### config.mk
export PLATFORM = sky130hd
export DESIGN_NAME = dsm_cfg_serializer
export DESIGN_NICKNAME = d
export VERILOG_FILES = /design/src/rtl/dsm_cfg_serializer.sv
export SDC_FILE = /design/constraint.sdc
export NUM_CORES = 1
export LEC_CHECK = 0
export ABC_AREA = 1
export CAP_MARGIN = 20
export CORE_ASPECT_RATIO = 0.6
export CORE_MARGIN = 5
export CORE_UTILIZATION = 58
export DETAILED_ROUTE_END_ITERATION = 10
export GPL_TIMING_DRIVEN = 0
export PLACE_DENSITY = 0.93
export RECOVER_POWER = 100
export SLEW_MARGIN = 20
export SYNTH_ARGS = -nofsm -noshare
export SYNTH_HDL_FRONTEND = slang
export SYNTH_SLANG_ARGS = --single-unit
### constraint.sdc
create_clock -name sclk -period 2 [get_ports sclk]
set_input_delay 0.3 -clock sclk [delete_from_list [all_inputs] [get_ports sclk]]
set_output_delay 0.3 -clock sclk [all_outputs]
set_load 0.02 [all_outputs]
### src/rtl/dsm_cfg_serializer.sv
// dsm_cfg_serializer
// Parallel-to-serial transmitter for the DSM configuration link. Words are
// taken over a valid/ready handshake into a single holding register and
// shifted out MSB first as an ser_en/ser_data pair, with an optional idle
// gap after each frame. frame_done pulses in the cycle in which the DSM's
// serial-to-parallel register holds the complete word.
//
// Handshake: a word transfers on a rising sclk edge where tx_valid_i and
// tx_ready_o are both 1. tx_ready_o depends only on the holding register
// (never on tx_valid_i), tx_data_i is ignored whenever tx_ready_o is 0, and
// the source may change tx_data_i freely while it is not being accepted.

module dsm_cfg_serializer #(
  parameter int WIDTH      = 9,
  parameter int GAP_CYCLES = 1
) (
  input  logic             sclk,
  input  logic             rst,
  input  logic [WIDTH-1:0] tx_data_i,
  input  logic             tx_valid_i,
  output logic             tx_ready_o,
  output logic             ser_en_o,
  output logic             ser_data_o,
  output logic             frame_done_o,
  output logic             busy_o,
  output logic [1:0]       state_o
);

  typedef enum logic [1:0] {
    ST_IDLE  = 2'd0,
    ST_SHIFT = 2'd1,
    ST_GAP   = 2'd2
  } state_e;

  // Bit counter wide enough to hold WIDTH-1.
  localparam int BCW = (WIDTH > 1) ? $clog2(WIDTH) : 1;
  localparam logic [BCW-1:0] BIT_LAST = BCW'(WIDTH - 1);
  // Gap counter value on the last idle cycle; unused when there is no gap.
  localparam logic [3:0] GAP_LAST = (GAP_CYCLES > 0) ? 4'(GAP_CYCLES - 1) : 4'd0;
  localparam bit HAS_GAP = (GAP_CYCLES > 0);

  state_e           state_q, state_d;
  logic [WIDTH-1:0] hold_q, hold_d;
  logic             hold_v_q, hold_v_d;
  logic [WIDTH-1:0] sh_q, sh_d;
  logic [BCW-1:0]   bcnt_q, bcnt_d;
  logic [3:0]       gcnt_q, gcnt_d;
  logic             frame_done_q, frame_done_d;

  // Event decode shared by the next-state and datapath logic.
  logic accept;
  logic last_bit;
  logic gap_end;
  logic load;

  // Decode accept, last-bit, gap-end and load events from the current registers.
  always_comb begin
    accept   = tx_valid_i && !hold_v_q;
    last_bit = (state_q == ST_SHIFT) && (bcnt_q == BIT_LAST);
    gap_end  = (state_q == ST_GAP) && (gcnt_q == GAP_LAST);
    // A queued word is loaded from IDLE, at the end of a gap, or directly
    // at the last bit when frames run back-to-back with no gap.
    load     = hold_v_q && ((state_q == ST_IDLE) ||
                            (last_bit && !HAS_GAP) ||
                            gap_end);
  end

  // State register.
  always_ff @(posedge sclk or posedge rst) begin
    if (rst) begin
      state_q <= ST_IDLE;
    end else begin
      state_q <= state_d;
    end
  end

  // Next-state logic.
  always_comb begin
    state_d = state_q;
    case (state_q)
      ST_IDLE: begin
        if (load) begin
          state_d = ST_SHIFT;
        end
      end
      ST_SHIFT: begin
        if (last_bit) begin
          if (HAS_GAP) begin
            state_d = ST_GAP;
          end else if (load) begin
            state_d = ST_SHIFT;
          end else begin
            state_d = ST_IDLE;
          end
        end
      end
      ST_GAP: begin
        if (gap_end) begin
          state_d = load ? ST_SHIFT : ST_IDLE;
        end
      end
      default: begin
        state_d = ST_IDLE;
      end
    endcase
  end

  // Next values for the holding register, shift register and counters.
  always_comb begin
    hold_d       = hold_q;
    hold_v_d     = hold_v_q;
    sh_d         = sh_q;
    bcnt_d       = bcnt_q;
    gcnt_d       = gcnt_q;
    frame_done_d = last_bit;

    // Accept and load are mutually exclusive: accept needs hold_v_q = 0,
    // load needs hold_v_q = 1.
    if (accept) begin
      hold_d   = tx_data_i;
      hold_v_d = 1'b1;
    end else if (load) begin
      hold_v_d = 1'b0;
    end

    if (load) begin
      sh_d   = hold_q;
      bcnt_d = '0;
    end else if (state_q == ST_SHIFT) begin
      sh_d   = {sh_q[WIDTH-2:0], 1'b0};
      bcnt_d = bcnt_q + 1'b1;
    end

    if (last_bit) begin
      gcnt_d = 4'd0;
    end else if (state_q == ST_GAP) begin
      gcnt_d = gcnt_q + 4'd1;
    end
  end

  // Datapath registers; a reset mid-frame discards the partial frame.
  always_ff @(posedge sclk or posedge rst) begin
    if (rst) begin
      hold_q       <= '0;
      hold_v_q     <= 1'b0;
      sh_q         <= '0;
      bcnt_q       <= '0;
      gcnt_q       <= 4'd0;
      frame_done_q <= 1'b0;
    end else begin
      hold_q       <= hold_d;
      hold_v_q     <= hold_v_d;
      sh_q         <= sh_d;
      bcnt_q       <= bcnt_d;
      gcnt_q       <= gcnt_d;
      frame_done_q <= frame_done_d;
    end
  end

  // Outputs decode directly from registers only.
  always_comb begin
    tx_ready_o   = !hold_v_q;
    ser_en_o     = (state_q == ST_SHIFT);
    ser_data_o   = sh_q[WIDTH-1] & (state_q == ST_SHIFT);
    frame_done_o = frame_done_q;
    busy_o       = (state_q != ST_IDLE) | hold_v_q;
    state_o      = state_q;
  end

endmodule

==> summary.txt, run 1 <==
CORE AREA - 2450 um2
Postcts setup bufs - 0
Leading cell types in the layout, fill and taps excluded - 53 x nand2_1, 30 x dfrtp_1, 22 x nand3_1
Slowest library cell on the worst path - dlygate4sd3_1
Finish-stage setup viols - 0
Final ANT Viol Nets - 0
Total wire length - 3050 um
CP Buf/Inv Count - 3
Layout area overhead - 21.1%
Critical path class - register to primary output
TritonCTS Buffers - 5
Total power - 0.00281 W
Fin Hold WS - 0.508 ns
Fillers - 181
Initial core utilization - 59.2%
Unique masters post-synth - 18
Vias - 1183
Placer Congestion - 0.876
Worst Setup End Kind - primary output
Status - finished, final reports clean
Root buffer cell - clkbuf_8
DRT iter0 DRCs - 155
Hold Path Sink - sh_q[0]
Max IR drop VDD - 0.796 mV
Worst R2R Path Depth - 10
DIE AREA - 3640 um2
TNS Setup - 0 ns
Crit-path max cell delay - 0.68 ns
Synthesized cell area - 1450 um2
DR WL/cell - 12.9 um
Maximum number of pins on one net before global-route repair - 31
Multi-input gate area - 568 um2
Max-Cap Viols - 0
Htree depth - 2
Critical Path RT - 1.70 ns
# rows - 14
Post-layout nets - 219
WP data arrival - 1.62 ns
Hold Crit Class - register to register
DRC - 0
Flop2flop setup slack - 0.22 ns
Period utilisation layout - 95.9%
Max Clk Rate - 522 MHz
Hold Vio Cnt, Final - 0
Commonest non-fill, non-tap cell in the layout - nand2_1
Clock Latency Late Sink - 0.28 ns
Initial antenna violation count - 0
Crit path cell chain - buf_4, inv_2, dlygate4sd3_1
Die width - 74.6 um
Least-Margin Pin Slew - 1.11 ns
Top Ports - 19
Final min period - 1.92 ns
CP top delay family - buffers and inverters
DR pass1 iterations - 4
Lkg Pwr - 0.935 nW
R2R Path End - sh_q[6]
Vias in the first global route - 1106
Pwr Density - 1600 nW/um2
Sequential Area - 751 um2
Worst setup path startpoint - hold_v_q
Share of cells above drive strength 1 - 9.31%
Clock sinks - 30
ANT cells - 0
Post-DP HPWL - 2230 um
Syn Nets - 194
I/O Buffers - 18
Global-route wire length before repair - 5220 um
Synthesized netlist cell count - 178
GR Util All Layers - 19.3%
Seq cells post-synth - 30
Worst flop-to-flop path startpoint - gcnt_q[0]
Synthesized area per cell - 8.15 um2
Critical path peak fanout - 10
DR vias/cell - 5.01
Seq/Total Area, Yosys - 51.7%
Total of warnings raised by yosys - 0
Die Y-Extent - 48.8 um
RSZ-0062 raised after global routing - no
Clock Skews - 0.00466 ns
Hold path start - hold_q[0]
CTS tree - done
Critical Path Start Type - register
Headroom to the max-slew limit - 25.8%
Hold depth - 2
Congestion Overflow GR - 0
Worst-path clk slew - 0.06 ns
Slew Viols, Final - 0
CTS Buffer Depth - 2
-- worst max path at each step --
| stage | endpoint | slack [ns] | cells after the start |
|---|---|---|---|
| global placement | ser_data_o | 0.13 | 5 |
| floorplan | ser_data_o | 0.52 | 4 |
| detailed placement | ser_data_o | 0.09 | 5 |
| finish | tx_ready_o | 0.08 | 3 |
| global route | ser_data_o | 0.02 | 5 |
| CTS | ser_data_o | 0.12 | 5 |
-- layer usage --
| metal | share of wire [%] | GRT usage, % | vias to the layer above |
|---|---|---|---|
| met1 | 46 | 26.9 | 533 |
| met4 | 1.4 | 4.44 | 0 |
| li1 | - | - | 602 |
| met3 | 6.9 | 8.47 | 5 |
| met5 | 0 | 0 | - |
| met2 | 46 | 27.7 | 43 |
-- where the power goes --
part	leakage [nW]	switching [W]	total [W]	internal, W
clock network	0.0575	0.000220	0.000567	0.000347
logic	0.516	0.000783	0.00122	0.000437
registers	0.362	0.000150	0.00103	0.000875
total	0.935	0.00115	0.00281	0.00166
-- flip-flops by register name (all words and copies together), names as in the netlist --
| signal | cells |
|---|---|
| hold_q | 9 |
| sh_q | 9 |
| bcnt_q | 4 |
| gcnt_q | 4 |
| state_o | 2 |
| frame_done_o | 1 |
| hold_v_q | 1 |
-- kinds of logic (layout without fill, tap and decap cells) --
logic type,after synthesis,after routing,synth area share [%]
adder cells (fa/ha/maj),4,4,3.45
multiplexers,1,1,0.776
XOR/XNOR,2,2,1.21
AO/OA/AOI/OAI,15,15,5.17
AND/OR/NAND/NOR,99,99,29.4
flip-flops,30,30,51.7
buffers and inverters,27,53,8.28
-- metrics by stage --
stage / util (%) / instances / setup slack [ns] / instance area [um2]
3_3_place_gp: 68.2 / 228 / 0.130 / 1670
6_report: 71.7 / 236 / 0.0830 / 1760
5_1_grt: 71.7 / 236 / 0.0162 / 1760
2_1_floorplan: - / 178 / 0.517 / 1450
3_5_place_dp: 68.2 / 228 / 0.0881 / 1670
4_1_cts: 72.6 / 236 / 0.124 / 1780
-- timing repair --
| item | 4_1_cts | 5_1_grt |
|---|---|---|
| hold buffers | 0 | 0 |
| gates resized for setup | 3 | 0 |
| setup endpoints to repair | 2 | 0 |
-- tightest hold or removal path, stage by stage, from the launching register on --
cell     delay [ns]
dfrtp_1        0.36
nand2_1        0.06
nand2_1        0.05
-- cell usage after synthesis --
cell / number / area (um2)
nor3_1: 2 / 10.0
nand3_1: 22 / 110
buf_1: 1 / 3.75
buf_6: 1 / 11.3
o21ai_0: 4 / 20.0
nand2_1: 50 / 188
dfrtp_1: 30 / 751
buf_4: 3 / 22.5
a21oi_1: 10 / 50.1
nand2_4: 2 / 22.5
xnor2_1: 2 / 17.5
nand2_2: 4 / 25.0
mux2_2: 1 / 11.3
o21ai_1: 1 / 5.00
inv_1: 19 / 71.3
nor2_1: 19 / 71.3
inv_2: 3 / 11.3
ha_1: 4 / 50.1
-- final cells by class --
cell class | count | share of cell area [%]
sequential | 30 | 42.7
multi-input combinational | 121 | 32.3
timing repair buffer | 18 | 10.1
clock buffer | 8 | 6.26
inverter | 22 | 4.70
tap | 32 | 2.28
buffer | 5 | 1.64
Note: power is estimated with default switching activity, not from simulation.
==> run 2, diff against run 1 <==
--- a/config.mk
+++ b/config.mk
@@ -9,10 +9,10 @@
 export CAP_MARGIN = 20
 export CORE_ASPECT_RATIO = 0.6
 export CORE_MARGIN = 5
-export CORE_UTILIZATION = 58
+export CORE_UTILIZATION = 35
 export DETAILED_ROUTE_END_ITERATION = 10
 export GPL_TIMING_DRIVEN = 0
-export PLACE_DENSITY = 0.93
+export PLACE_DENSITY = 0.65
 export RECOVER_POWER = 100
 export SLEW_MARGIN = 20
 export SYNTH_ARGS = -nofsm -noshare
==> summary.txt, run 2 (synthesis gave the netlist of run 1 again) <==
Clock Skews - 0.00343 ns (was 0.00466 ns)
Hold-fix buffers, CTS - 0 (unchanged)
Part of the power in the clock network - 17.6% (was 20.2%)
Combinational power share - 44.4% (was 43.4%)
Headroom to the max-slew limit - 23.6% (was 25.8%)
Sequential Area - 751 um2 (unchanged)
WP data arrival - 1.58 ns (was 1.62 ns)
Maximum number of pins on one net before global-route repair - 31 (unchanged)
Max Clk Rate - 532 MHz (was 522 MHz)
Initial core utilization - 35.8% (was 59.2%)
Final min period - 1.88 ns (was 1.92 ns)
Worst Setup End Kind - primary output (unchanged)
Placed Area - 1690 um2 (was 1670 um2)
Layout area overhead - 20.8% (was 21.1%)
Total wire length - 2890 um (was 3050 um)
TritonCTS Buffers - 5 (unchanged)
Vias in the first global route - 1025 (was 1106)
Clock Latency Late Sink - 0.27 ns (was 0.28 ns)
Crit path cell chain - buf_4, inv_1, nand3_1, clkdlybuf4s50_1 (was buf_4, inv_2, dlygate4sd3_1)
Slowest library cell on the worst path - clkdlybuf4s50_1 (was dlygate4sd3_1)
Htree depth - 2 (unchanged)
Root buffer cell - clkbuf_8 (unchanged)
Global-route wire length before repair - 4860 um (was 5220 um)
Post-layout nets - 219 (unchanged)
Met3 routed WL - 126 um (was 211 um)
Clock sinks - 30 (unchanged)
CP top delay family - buffers and inverters (unchanged)
Initial antenna violation count - 0 (unchanged)
Worst-path clk slew - 0.06 ns (about the same)
TNS Setup - 0 ns (unchanged)
RSZ-0062 raised after global routing - no (unchanged)
Postcts setup bufs - 0 (unchanged)
GR Util All Layers - 11.9% (was 19.3%)
ANT cells - 0 (unchanged)
Die width - 93.1 um (was 74.6 um)
Final ANT Viol Nets - 0 (unchanged)
Top Ports - 19 (unchanged)
Post-CTS sizing - 3 (unchanged)
Switching share of total power - 41.0% (about the same)
Commonest non-fill, non-tap cell in the layout - nand2_1 (unchanged)
Critical Path RT - 1.70 ns (about the same)
DIE AREA - 5580 um2 (was 3640 um2)
Flop pwr share - 38.0% (was 36.5%)
Hold Crit Class - register to register (unchanged)
Period utilisation layout - 94.0% (was 95.9%)
Met1 Wirelength - 1650 um (was 1400 um)
Pwr Density - 1530 nW/um2 (was 1600 nW/um2)
Die Y-Extent - 59.9 um (was 48.8 um)
Vias - 1121 (was 1183)
CTS Buffer Depth - 2 (unchanged)
CORE AREA - 4050 um2 (was 2450 um2)
Lkg Pwr - 0.922 nW (was 0.935 nW)
Congestion Overflow GR - 0 (unchanged)
Crit-path max cell delay - 0.54 ns (was 0.68 ns)
Leading cell types in the layout, fill and taps excluded - 53 x nand2_1, 30 x dfrtp_1, 22 x nand3_1 (unchanged)
Max IR drop VDD - 0.543 mV (was 0.796 mV)
Max-Cap Viols - 0 (unchanged)
Hold Vio Cnt, Final - 0 (unchanged)
Fillers - 430 (was 181)
Placer Congestion - 0.735 (was 0.876)
DR top layer - met4 (unchanged)
DR vias/cell - 4.45 (was 5.01)
Critical Path Start Type - register (unchanged)
# rows - 18 (was 14)
Critical path class - register to primary output (unchanged)
Share of cells above drive strength 1 - 7.92% (was 9.31%)
CP Buf/Inv Count - 3 (unchanged)
Slew Viols, Final - 0 (unchanged)
DR pass1 iterations - 4 (unchanged)
I/O Buffers - 18 (unchanged)
Post-DP HPWL - 2090 um (was 2230 um)
Largest regs - hold_q x9, sh_q x9 (unchanged)
Final instance area - 1750 um2 (was 1760 um2)
Critical path peak fanout - 10 (unchanged)
Status - finished, final reports clean (unchanged)
Least-Margin Pin Slew - 1.14 ns (was 1.11 ns)
DRC - 0 (unchanged)
Multi-input gate area - 568 um2 (unchanged)
DR WL/cell - 11.5 um (was 12.9 um)
DRT iter0 DRCs - 77 (was 155)
Met2 WL post-DR - 1050 um (was 1400 um)
Finish-stage setup viols - 0 (unchanged)
Sw power - 0.00110 W (was 0.00115 W)
Internal power - 0.00158 W (was 0.00166 W)
CTS tree - done (unchanged)
-- run 2: cell types whose count changed in the layout (fill, tap and decap cells not counted) --
cell | previous run | this run
clkbuf_8 | 8 | 6
buf_4 | 1 | 2
clkbuf_4 | 1 | 0
clkdlybuf4s50_1 | 11 | 12
dlygate4sd3_1 | 5 | 4
inv_1 | 19 | 20
inv_2 | 3 | 2
-- run 2: cell type report --
cell class	count	share of cell area, %
repair buffers	18	10.1
clock buffers	6	4.71
plain buffers	5	1.64
flip-flops and latches	30	42.8
inverters	22	4.71
well taps	50	3.57
multi-input cells	121	32.4
-- run 2: power by group through the flow --
stage	Combinational, W	Clock (W)	Sequential [W]
global placement	0.00125	0	0.00101
global route	0.00138	0.000512	0.00105
CTS	0.00125	0.000487	0.00102
detailed placement	0.00127	0	0.00103
floorplan	0.000926	0	0.00101
finish	0.00119	0.000470	0.00102
-- run 2: routing by layer --
metal	GRT usage (%)	up-vias
met2	14.1	26
li1	-	601
met4	6.89	0
met3	4.15	6
met5	0	-
met1	18.0	488
-- run 2: worst min-delay path, cell delays in order (launching register included) --
cell and delay (ns):
dfrtp_1 0.35, nand2_1 0.06, nand2_1 0.05
-- run 2: stage by stage --
| stage | hold slack, ns | setup slack, ns | instances | util (%) | total power [W] |
|---|---|---|---|---|---|
| 3_5_place_dp | 0.491 | 0.0802 | 246 | 41.8 | 0.00230 |
| 6_report | 0.486 | 0.120 | 252 | 43.2 | 0.00268 |
| 3_3_place_gp | 0.484 | 0.0693 | 246 | 41.8 | 0.00226 |
| 2_1_floorplan | 0.391 | 0.517 | 178 | - | 0.00193 |
| 4_1_cts | 0.442 | 0.134 | 252 | 43.8 | 0.00276 |
| 5_1_grt | 0.546 | 0.0406 | 252 | 43.2 | 0.00294 |
-- run 2: final timing paths --
check | end | cells past startpoint | slack (ns) | startpoint
max | busy_o | 4 | 0.12 | hold_v_q
max in group asynchronous | hold_q[3] | 2 | 0.55 | rst
max reg2reg | sh_q[2] | 10 | 0.25 | gcnt_q[0]
min reg2reg | sh_q[0] | 2 | 0.49 | hold_q[0]
min in group asynchronous | gcnt_q[1] | 2 | 0.76 | rst
min | sh_q[0] | 2 | 0.49 | hold_q[0]
